<file path="src/rtl/timer_pkg.sv">
// timer_pkg
//   Shared types and constants for the count/match/reload timer controller.
//   - tmr_state_e   : controller state (IDLE / ARMED / DONE)
//   - MODE_ONESHOT  : cfg_periodic value selecting a single match then DONE
//   - MODE_PERIODIC : cfg_periodic value selecting reload-on-match
package timer_pkg;

  typedef enum logic [1:0] {
    IDLE  = 2'd0,
    ARMED = 2'd1,
    DONE  = 2'd2
  } tmr_state_e;

  localparam logic MODE_ONESHOT  = 1'b0;
  localparam logic MODE_PERIODIC = 1'b1;

endpackage

</file>
<file path="src/rtl/count_match_timer_if.sv">
// count_match_timer_if
//   Bundles every signal between the timer controller and its environment
//   (counter, configuration writer, interrupt logic).
//   Signal protocol: there is no valid/ready handshake anywhere on this bus.
//   Every input is level-sampled on each rising clock edge; start, stop,
//   irq_clr and cfg_we are single-cycle strobes, load and match_pulse are
//   single-cycle strobes from the controller, pl is meaningful while load=1.
//   Ports (direction as seen by the controller / slave modport):
//     count        in   N      current counter value
//     cfg_we       in   1      write cfg_* into shadow registers
//     cfg_cmp      in   N      compare value
//     cfg_reload   in   N      reload value
//     cfg_periodic in   1      1 = periodic, 0 = one-shot
//     start/stop   in   1      arm / disarm strobes
//     irq_clr      in   1      clear sticky irq
//     load, pl     out  1/N    counter reload strobe and value
//     match_pulse  out  1      one pulse per match
//     irq          out  1      sticky match flag
//     busy         out  1      controller is ARMED
//     evt_cnt      out  EVT_W  saturating match count since start
//     state_dbg    out  2      current controller state (debug)
interface count_match_timer_if #(
  parameter int N     = 32,
  parameter int EVT_W = 8
) ();
  import timer_pkg::*;

  logic [N-1:0]     count;
  logic             cfg_we;
  logic [N-1:0]     cfg_cmp;
  logic [N-1:0]     cfg_reload;
  logic             cfg_periodic;
  logic             start;
  logic             stop;
  logic             irq_clr;
  logic             load;
  logic [N-1:0]     pl;
  logic             match_pulse;
  logic             irq;
  logic             busy;
  logic [EVT_W-1:0] evt_cnt;
  tmr_state_e       state_dbg;

  modport master (
    output count, cfg_we, cfg_cmp, cfg_reload, cfg_periodic, start, stop, irq_clr,
    input  load, pl, match_pulse, irq, busy, evt_cnt, state_dbg
  );

  modport slave (
    input  count, cfg_we, cfg_cmp, cfg_reload, cfg_periodic, start, stop, irq_clr,
    output load, pl, match_pulse, irq, busy, evt_cnt, state_dbg
  );

endinterface

</file>
<file path="src/rtl/sat_counter.sv">
// sat_counter
//   W-bit up counter with synchronous clear. Saturation is decided by the
//   caller: it sees sat and simply stops pulsing inc once sat is high.
//   Ports:
//     clk, rst  in   1   clock, synchronous active-high reset
//     clr       in   1   clear to zero (wins over inc)
//     inc       in   1   increment by one
//     value     out  W   current count
//     sat       out  1   value is all ones
module sat_counter #(
  parameter int W = 8
) (
  input  logic         clk,
  input  logic         rst,
  input  logic         clr,
  input  logic         inc,
  output logic [W-1:0] value,
  output logic         sat
);

  assign sat = &value;

  always_ff @(posedge clk) begin
    if (rst || clr) begin
      value <= '0;
    end else if (inc) begin
      value <= value + W'(1);
    end
  end

endmodule

</file>
<file path="src/rtl/count_match_timer.sv">
// count_match_timer
//   Compare/reload controller for an external up counter. While ARMED it
//   compares count against the active compare value; a hit produces a
//   match_pulse, sets the sticky irq and bumps evt_cnt. In periodic mode the
//   hit also reloads the counter and refreshes the active registers from the
//   shadow registers; in one-shot mode the controller goes DONE.
//   Ports:
//     clk   in  1   clock
//     rst   in  1   synchronous active-high reset
//     bus   slave modport of count_match_timer_if (see interface header)
module count_match_timer
  import timer_pkg::*;
#(
  parameter int N     = 32,
  parameter int EVT_W = 8
) (
  input  logic             clk,
  input  logic             rst,
  count_match_timer_if.slave bus
);

  tmr_state_e       state_q, state_d;

  logic [N-1:0]     sh_cmp, sh_reload;
  logic             sh_per;
  logic [N-1:0]     act_cmp, act_reload;
  logic             act_per;

  logic             load_q, load_d;
  logic [N-1:0]     pl_q, pl_d;
  logic             match_q, match_d;
  logic             irq_q;
  logic             busy_q;

  logic             hit;
  logic             copy;
  logic             evt_clr;
  logic             evt_inc;
  logic             evt_sat;
  logic [EVT_W-1:0] evt_value;

  // While load_q is high the counter has not taken the reload yet, so count
  // still shows the value that just matched; masking that cycle prevents a
  // second match on the same count.
  assign hit = (state_q == ARMED) && !load_q && (bus.count == act_cmp);

  always_comb begin
    state_d = state_q;
    load_d  = 1'b0;
    pl_d    = pl_q;
    match_d = 1'b0;
    copy    = 1'b0;
    evt_clr = 1'b0;
    if (bus.stop) begin
      state_d = IDLE;
    end else if (bus.start) begin
      // Arm (or restart): the shadow value copied this edge is also the
      // reload value handed to the counter.
      state_d = ARMED;
      copy    = 1'b1;
      load_d  = 1'b1;
      pl_d    = sh_reload;
      evt_clr = 1'b1;
    end else if (hit) begin
      match_d = 1'b1;
      if (act_per == MODE_PERIODIC) begin
        load_d = 1'b1;
        pl_d   = act_reload;
        copy   = 1'b1;
      end else begin
        state_d = DONE;
      end
    end
  end

  assign evt_inc = match_d && !evt_sat;

  sat_counter #(.W(EVT_W)) u_evt (
    .clk   (clk),
    .rst   (rst),
    .clr   (evt_clr),
    .inc   (evt_inc),
    .value (evt_value),
    .sat   (evt_sat)
  );

  always_ff @(posedge clk) begin
    if (rst) begin
      state_q    <= IDLE;
      sh_cmp     <= '0;
      sh_reload  <= '0;
      sh_per     <= MODE_ONESHOT;
      act_cmp    <= '0;
      act_reload <= '0;
      act_per    <= MODE_ONESHOT;
      load_q     <= 1'b0;
      pl_q       <= '0;
      match_q    <= 1'b0;
      irq_q      <= 1'b0;
      busy_q     <= 1'b0;
    end else begin
      state_q <= state_d;
      load_q  <= load_d;
      pl_q    <= pl_d;
      match_q <= match_d;
      busy_q  <= (state_d == ARMED);
      // Non-blocking update: a copy in the same cycle as cfg_we takes the
      // old shadow contents.
      if (copy) begin
        act_cmp    <= sh_cmp;
        act_reload <= sh_reload;
        act_per    <= sh_per;
      end
      if (bus.cfg_we) begin
        sh_cmp    <= bus.cfg_cmp;
        sh_reload <= bus.cfg_reload;
        sh_per    <= bus.cfg_periodic;
      end
      if (match_d) begin
        irq_q <= 1'b1;
      end else if (bus.irq_clr) begin
        irq_q <= 1'b0;
      end
    end
  end

  assign bus.load        = load_q;
  assign bus.pl          = pl_q;
  assign bus.match_pulse = match_q;
  assign bus.irq         = irq_q;
  assign bus.busy        = busy_q;
  assign bus.evt_cnt     = evt_value;
  assign bus.state_dbg   = state_q;

endmodule
</file>
<file path="src/flat_wrapper.sv">
// flat-port wrapper written by rule: the top's interface ports become plain ports
module count_match_timer_flat import timer_pkg::*;
#(
  parameter int N     = 32,
  parameter int EVT_W = 8
)
  (clk, rst, bus_count, bus_cfg_we, bus_cfg_cmp, bus_cfg_reload, bus_cfg_periodic, bus_start, bus_stop, bus_irq_clr, bus_load, bus_pl, bus_match_pulse, bus_irq, bus_busy, bus_evt_cnt, bus_state_dbg);
  count_match_timer_if #(.N(N), .EVT_W(EVT_W)) bus_i ();
  input  logic clk;
  input  logic rst;
  input wire logic [$bits(bus_i.count)-1:0] bus_count;
  input wire logic [$bits(bus_i.cfg_we)-1:0] bus_cfg_we;
  input wire logic [$bits(bus_i.cfg_cmp)-1:0] bus_cfg_cmp;
  input wire logic [$bits(bus_i.cfg_reload)-1:0] bus_cfg_reload;
  input wire logic [$bits(bus_i.cfg_periodic)-1:0] bus_cfg_periodic;
  input wire logic [$bits(bus_i.start)-1:0] bus_start;
  input wire logic [$bits(bus_i.stop)-1:0] bus_stop;
  input wire logic [$bits(bus_i.irq_clr)-1:0] bus_irq_clr;
  output wire logic [$bits(bus_i.load)-1:0] bus_load;
  output wire logic [$bits(bus_i.pl)-1:0] bus_pl;
  output wire logic [$bits(bus_i.match_pulse)-1:0] bus_match_pulse;
  output wire logic [$bits(bus_i.irq)-1:0] bus_irq;
  output wire logic [$bits(bus_i.busy)-1:0] bus_busy;
  output wire logic [$bits(bus_i.evt_cnt)-1:0] bus_evt_cnt;
  output wire logic [$bits(bus_i.state_dbg)-1:0] bus_state_dbg;
  assign bus_i.count = bus_count;
  assign bus_i.cfg_we = bus_cfg_we;
  assign bus_i.cfg_cmp = bus_cfg_cmp;
  assign bus_i.cfg_reload = bus_cfg_reload;
  assign bus_i.cfg_periodic = bus_cfg_periodic;
  assign bus_i.start = bus_start;
  assign bus_i.stop = bus_stop;
  assign bus_i.irq_clr = bus_irq_clr;
  assign bus_load = bus_i.load;
  assign bus_pl = bus_i.pl;
  assign bus_match_pulse = bus_i.match_pulse;
  assign bus_irq = bus_i.irq;
  assign bus_busy = bus_i.busy;
  assign bus_evt_cnt = bus_i.evt_cnt;
  assign bus_state_dbg = bus_i.state_dbg;
  count_match_timer #(.N(N), .EVT_W(EVT_W)) u_core (.clk(clk), .rst(rst), .bus(bus_i));
endmodule
</file>
<file path="config.mk">
export PLATFORM = sky130hd
export DESIGN_NAME = count_match_timer_flat
export DESIGN_NICKNAME = d
export VERILOG_FILES = /design/src/rtl/timer_pkg.sv /design/src/rtl/count_match_timer_if.sv /design/src/rtl/sat_counter.sv /design/src/rtl/count_match_timer.sv /design/src/flat_wrapper.sv
export SDC_FILE = /design/constraint.sdc
export NUM_CORES = 1
export LEC_CHECK = 0
export ABC_AREA = 1
export CAP_MARGIN = 5
export CORE_MARGIN = 4
export CORE_UTILIZATION = 25
export DETAILED_ROUTE_END_ITERATION = 7
export SKIP_CTS_REPAIR_TIMING = 1
export SLEW_MARGIN = 20
export SYNTH_ARGS = -nofsm -noshare
export SYNTH_HDL_FRONTEND = slang
export SYNTH_SLANG_ARGS = --single-unit
</file>
<file path="constraint.sdc">
create_clock -name clk -period 2.3 [get_ports clk]
set_input_delay 0.46 -clock clk [delete_from_list [all_inputs] [get_ports clk]]
set_output_delay 0.46 -clock clk [all_outputs]
set_load 0.02 [all_outputs]
</file>
==> results.toml, run 1 <==
[status]
status = "complete, no violations"

[worst_setup_path]
crit_type = "primary input to register"
critPathLaunchType = "primary input"
critPathMostFrequentCell = "nor2_1"
critPathMaxFanout = 30
cp_cell_sequence = "clkdlybuf4s50_1 -> xor2_1 -> inv_1 -> nand2_1 -> nor2_1 -> nand3_1 -> nor2_4 -> a21oi_4 -> buf_4 -> o21ai_0 -> nor2_1"
reg2reg_from = "u_core.bus.state_dbg[0]"
cp_slowest_stage_delay_ns = 0.53
cp.arrival_ns = 2.40
endpoint_kind = "register"
worstSetupStartpoint = "bus_count[19]"
slowest_stage = "clkdlybuf4s50_1"
required_ns = 2.66

[finish]
nets = 1283
nFillCells = 2982
final_cell_mix = "nor2_1 (351), nand2_1 (179), dfxtp_1 (176)"
fin_cells = 1571
layout_commonest_cell = "nor2_1"
syn_to_final_growth_pct = 35.4
drive_gt1_frac = 0.0621
finish.utilization = 0.348

[synthesis]
synthesis.area_sq_mm = 0.00723
ys_warn_count = 0
synth-xor-area-share = 0.0133
synth_mux_area_frac = 0
synth_top_family_by_area = "simple AND/OR/NAND/NOR gates"
synthSimpleGateAreaFrac = 0.303
ys_ff_latch = 176
synthFlopType = "dfxtp_1"
synth_cells = 1047
synth_compound_area_frac = 0.122
synth_fa_ha_area_frac = 0.00173
syn_avg_cell_area_sq_um = 6.90
yosysSeqAreaShare = 0.487
async_reset_ff_frac = 0
synth_edf_count = 0
syn_nets = 1151
ys_types = 29

[floorplanning]
start_util = 0.257
die_h_microns = 178
core_area_sq_mm = 0.0282
fp-row-count = 61
fp.dieArea_sq_mm = 0.0317
io_pins = 149
die_x_microns = 178

[sta]
fin_skew_ns = 0.0128
max_slew_margin = 0.682
setup_tns_ns = 0
fin_crit_sh = 0.889
timing.final.max_slew_violations = 0
period_minus_slack_ns = 2.04
worst_slack_ns = 0.256
clock.fmax_mhz = 489
tightest_slew_ns = 0.477
hold_violations = 0
setup_viol_count_final = 0
fin_hold_ws_ns = 0.468
rsz0062_at_grt = "false"

[pwr]
ir_drop_mv = 0.446
p_per_area_mw_per_mm2 = 749
p_leak_nw = 4.08

[min_path]
hold_class = "register to register"
hold_start = "u_core.bus.irq"

[global_routing]
grt_use_total = 0.128
grt_max_degree = 71
grt-ovfl-total = 0
grt_pass1_vias = 6288
antenna_found_initial = 1
grt_pass1_wl_microns = 32100

[place]
port_buffers = 148
place_hpwl_microns = 13800
dp.cells = 1538
pre_cts_ws_ns = -0.192
place.gp.congestion = 0.823

[routing]
route.detailed.drc = 0
drt_iter0_drc = 386
routedWlPerCell_microns = 12.8
ant_nets = 0
wl_microns = 20100
vias_per_cell = 4.19
num_vias = 6590
first_pass_iters = 5

[cts]
cts.sinks = 176
clockRootBuffer = "clkbuf_16"
path_clk_slew_ns = 0.07
max-clock-path-buffers = 2
clk_latency_ns = 0.42
cts_tree = "built"
htree_levels = 4
cts_buffers = 17

[job]
cap_violations = 0
==> final timing paths <==
| check | end | slack, ns | cells after the start |
|---|---|---|---|
| setup / recovery | u_core.bus.pl[23] | 0.26 | 11 |
| hold / removal | u_core.bus.irq | 0.47 | 2 |
| setup reg to reg | u_core.u_evt.value[5] | 0.43 | 12 |
| hold reg to reg | u_core.bus.irq | 0.47 | 2 |
==> power by group <==
part | leakage, nW | switching, W | internal (W)
Sequential | 1.45 | 0.000108 | 0.00324
Combinational | 2.32 | 0.000473 | 0.000435
Clock | 0.305 | 0.00133 | 0.00175
Total | 4.08 | 0.00191 | 0.00542
==> synthesized netlist by cell type, types with 2 or more instances <==
cell / number / area [sq um]
xor2_1: 2 / 17.5
nor3_1: 4 / 20.0
xnor2_1: 9 / 78.8
dfxtp_1: 176 / 3520
buf_6: 5 / 56.3
o21ai_1: 13 / 65.1
inv_1: 61 / 229
nor2_1: 351 / 1320
buf_2: 7 / 35.0
nand4_1: 6 / 37.5
a21oi_1: 5 / 25.0
nand2_1: 179 / 672
nand3_1: 8 / 40.0
o21ai_0: 153 / 766
nor2_2: 10 / 62.6
clkbuf_1: 45 / 169
==> metrics by stage <==
step                      instance area (sq um)  total power, W
final                                      9790         0.00733
after detailed placement                   9170         0.00434
after global routing                       9790         0.00769
after floorplan                            7230         0.00390
after global placement                     9170         0.00433
after CTS                                  9790         0.00743
==> cell families (layout without fill, tap and decap cells) <==
logic type                 Yosys count  after routing
and+or+nand+nor                    563            563
AOI/OAI and AO/OA                  173            173
adders and majority gates            1              1
buffers and inverters              123            268
xor gates and xnor gates            11             11
other                                0              1
DFF                                176            176
==> layer usage <==
| layer | up-vias | routed length [microns] | GRT usage |
|---|---|---|---|
| met3 | 14 | 728 | 0.0282 |
| met4 | 0 | 309 | 0.0377 |
| li1 | 3517 | - | - |
| met5 | - | 0 | 0 |
| met2 | 112 | 9690 | 0.219 |
| met1 | 2947 | 9330 | 0.161 |
==> registers in the layout, indices dropped and copies added (netlist names) <==
name,flops
u_core.act_cmp,32
u_core.bus.busy,1
u_core.sh_cmp,32
u_core.act_reload,32
u_core.bus.irq,1
u_core.act_per,1
u_core.bus.pl,32
u_core.bus.match_pulse,1
u_core.sh_reload,32
u_core.bus.load,1
u_core.bus.state_dbg,2
u_core.sh_per,1
u_core.u_evt.value,8
==> cell type report <==
class | instances | area (sq um) | area share
antenna | 1 | 2.50 | 0.000256
clock buffer | 17 | 425 | 0.0435
clock inverter | 15 | 194 | 0.0198
inverter | 63 | 241 | 0.0247
multi-input combinational | 748 | 3180 | 0.325
sequential | 176 | 3520 | 0.360
tap | 378 | 473 | 0.0483
timing repair buffer | 173 | 1750 | 0.179
==> worst max-delay path, delay by kind of cell <==
family,cells,cell delay (ns)
XOR/XNOR,1,0.16
AND/OR/NAND/NOR,5,0.42
AO/OA/AOI/OAI,2,0.39
buffers and inverters,3,0.96
(Power assumes the default switching activity.)
==> run 2: changes to the inputs <==
PLACE_DENSITY_LB_ADDON = 0.3   (was unset)
==> run 2 against run 1 <==
Clock power decreased by 5%. Combinational power increased by 1%. Via count decreased by 0.50%. Sequential power about the same. Critical path depth increased by 4. Design area increased by 0.46%. Die area unchanged. Sequential cell count unchanged. Critical path type unchanged.
==> results.toml, run 2 (synthesis gave the netlist of run 1 again) <==
[sta]
setup_viol_count_final = 0
hold_violations = 0
tightest_slew_ns = 0.674
worst_slack_ns = 0.207
clock.fmax_mhz = 478
fin_crit_sh = 0.910
rsz0062_at_grt = "false"
period_minus_slack_ns = 2.09
max_slew_margin = 0.550
timing.final.max_slew_violations = 0
fin_skew_ns = 0.0141

[finish]
nFillCells = 3022
final_cell_mix = "nor2_1 (350), nand2_1 (179), dfxtp_1 (176)"
nets = 1283
drive_gt1_frac = 0.0638
fin_cells = 1570
diodes = 0
layout_commonest_cell = "nor2_1"
syn_to_final_growth_pct = 36.1

[min_path]
whs_endpoint = "u_core.bus.irq"
hold_path_depth = 2
hold_class = "register to register"
hold_start = "u_core.bus.irq"

[pwr]
finalPower_w = 0.00720
p_per_area_mw_per_mm2 = 732
p_leak_nw = 4.09
ir_drop_mv = 0.491

[place]
place.gp.congestion = 0.829
dp.cells = 1538
pre_cts_ws_ns = -0.301
place_hpwl_microns = 13900
port_buffers = 148

[cts]
clockRootBuffer = "clkbuf_16"
clk_latency_ns = 0.44
cts_tree = "built"
htree_levels = 4
cts.sinks = 176
cts_buffers = 17
max-clock-path-buffers = 2
path_clk_slew_ns = 0.07

[floorplanning]
start_util = 0.257
fp.dieArea_sq_mm = 0.0317
fp-row-count = 61
die_h_microns = 178
io_pins = 149
die_x_microns = 178
core_area_sq_mm = 0.0282

[routing]
first_pass_iters = 4
routedWlPerCell_microns = 12.9
drt_iter0_drc = 281
route.detailed.drc = 0
vias_per_cell = 4.18
num_vias = 6557
wl_microns = 20300
ant_nets = 0

[worst_setup_path]
worstSetupStartpoint = "bus_count[7]"
cp.arrival_ns = 2.47
endpoint_kind = "register"
rr_endpoint = "u_core.u_evt.value[3]"
critPathLaunchType = "primary input"
r2r_setup_slack_ns = 0.34
critPathMaxFanout = 11
ff2ff_path_depth = 12
reg2reg_from = "u_core.bus.state_dbg[0]"
required_ns = 2.68
crit_type = "primary input to register"

[global_routing]
grt-ovfl-total = 0
grt_pass1_vias = 6144
grt_use_total = 0.130
grt_pass1_wl_microns = 32400
grt_max_degree = 66
antenna_found_initial = 0

[job]
cap_violations = 0

[status]
status = "complete, no violations"
run 2: area by class of cell:
type / instances / area [sq um] / area share
Multi-Input combinational cell: 748 / 3180 / 0.323
Tap cell: 378 / 473 / 0.0481
Inverter: 63 / 241 / 0.0246
Clock buffer: 17 / 425 / 0.0433
Sequential cell: 176 / 3520 / 0.358
Clock inverter: 15 / 194 / 0.0197
Timing Repair Buffer: 173 / 1800 / 0.183
run 2: worst max path at each step:
| stage | endpoint | slack [ns] |
|---|---|---|
| global placement | u_core.u_evt.value[3] | -0.27 |
| detailed placement | u_core.bus.pl[0] | -0.30 |
| finish | u_core.u_evt.value[3] | 0.21 |
| floorplan | u_core.act_reload[17] | 0.55 |
| CTS | u_core.act_cmp[25] | 0.18 |
| global route | u_core.act_cmp[16] | 0.009 |
run 2: metrics by stage:
stage / setup TNS (ns) / cell area, sq um / utilization / hold WS, ns
after global placement: -22.21 / 9210 / 0.327 / 0.455
final: 0 / 9840 / 0.349 / 0.470
after global routing: 0 / 9840 / 0.349 / 0.506
after CTS: 0 / 9830 / 0.349 / 0.472
after detailed placement: -24.84 / 9210 / 0.327 / 0.461
after floorplan: 0 / 7230 / - / 0.435
run 2: worst max-delay path, cell delays in order:
cell and delay (ns):
clkdlybuf4s50_1 0.48, nand2_1 0.06, inv_1 0.05, nor2_1 0.03, nor2_1 0.18, nand2_1 0.08
nor2_1 0.13, nand3_2 0.12, nor3_1 0.31, buf_4 0.20, buf_12 0.11, nand3_1 0.06
nand2_1 0.07, inv_1 0.03, nor2_1 0.08
run 2: metal layers:
metal	share of wire	vias up	global-route usage
li1	-	3522	-
met1	0.49	2918	0.172
met2	0.46	98	0.209
met3	0.038	19	0.0301
met4	0.015	0	0.0403
met5	0	-	0
run 2: where the power goes:
part | internal (W) | switching, W | total (W) | leakage (nW)
clock | 0.00149 | 0.00145 | 0.00294 | 0.297
sequential | 0.00324 | 0.000108 | 0.00334 | 1.45
combinational | 0.000444 | 0.000477 | 0.000921 | 2.34
total | 0.00516 | 0.00204 | 0.00720 | 4.09
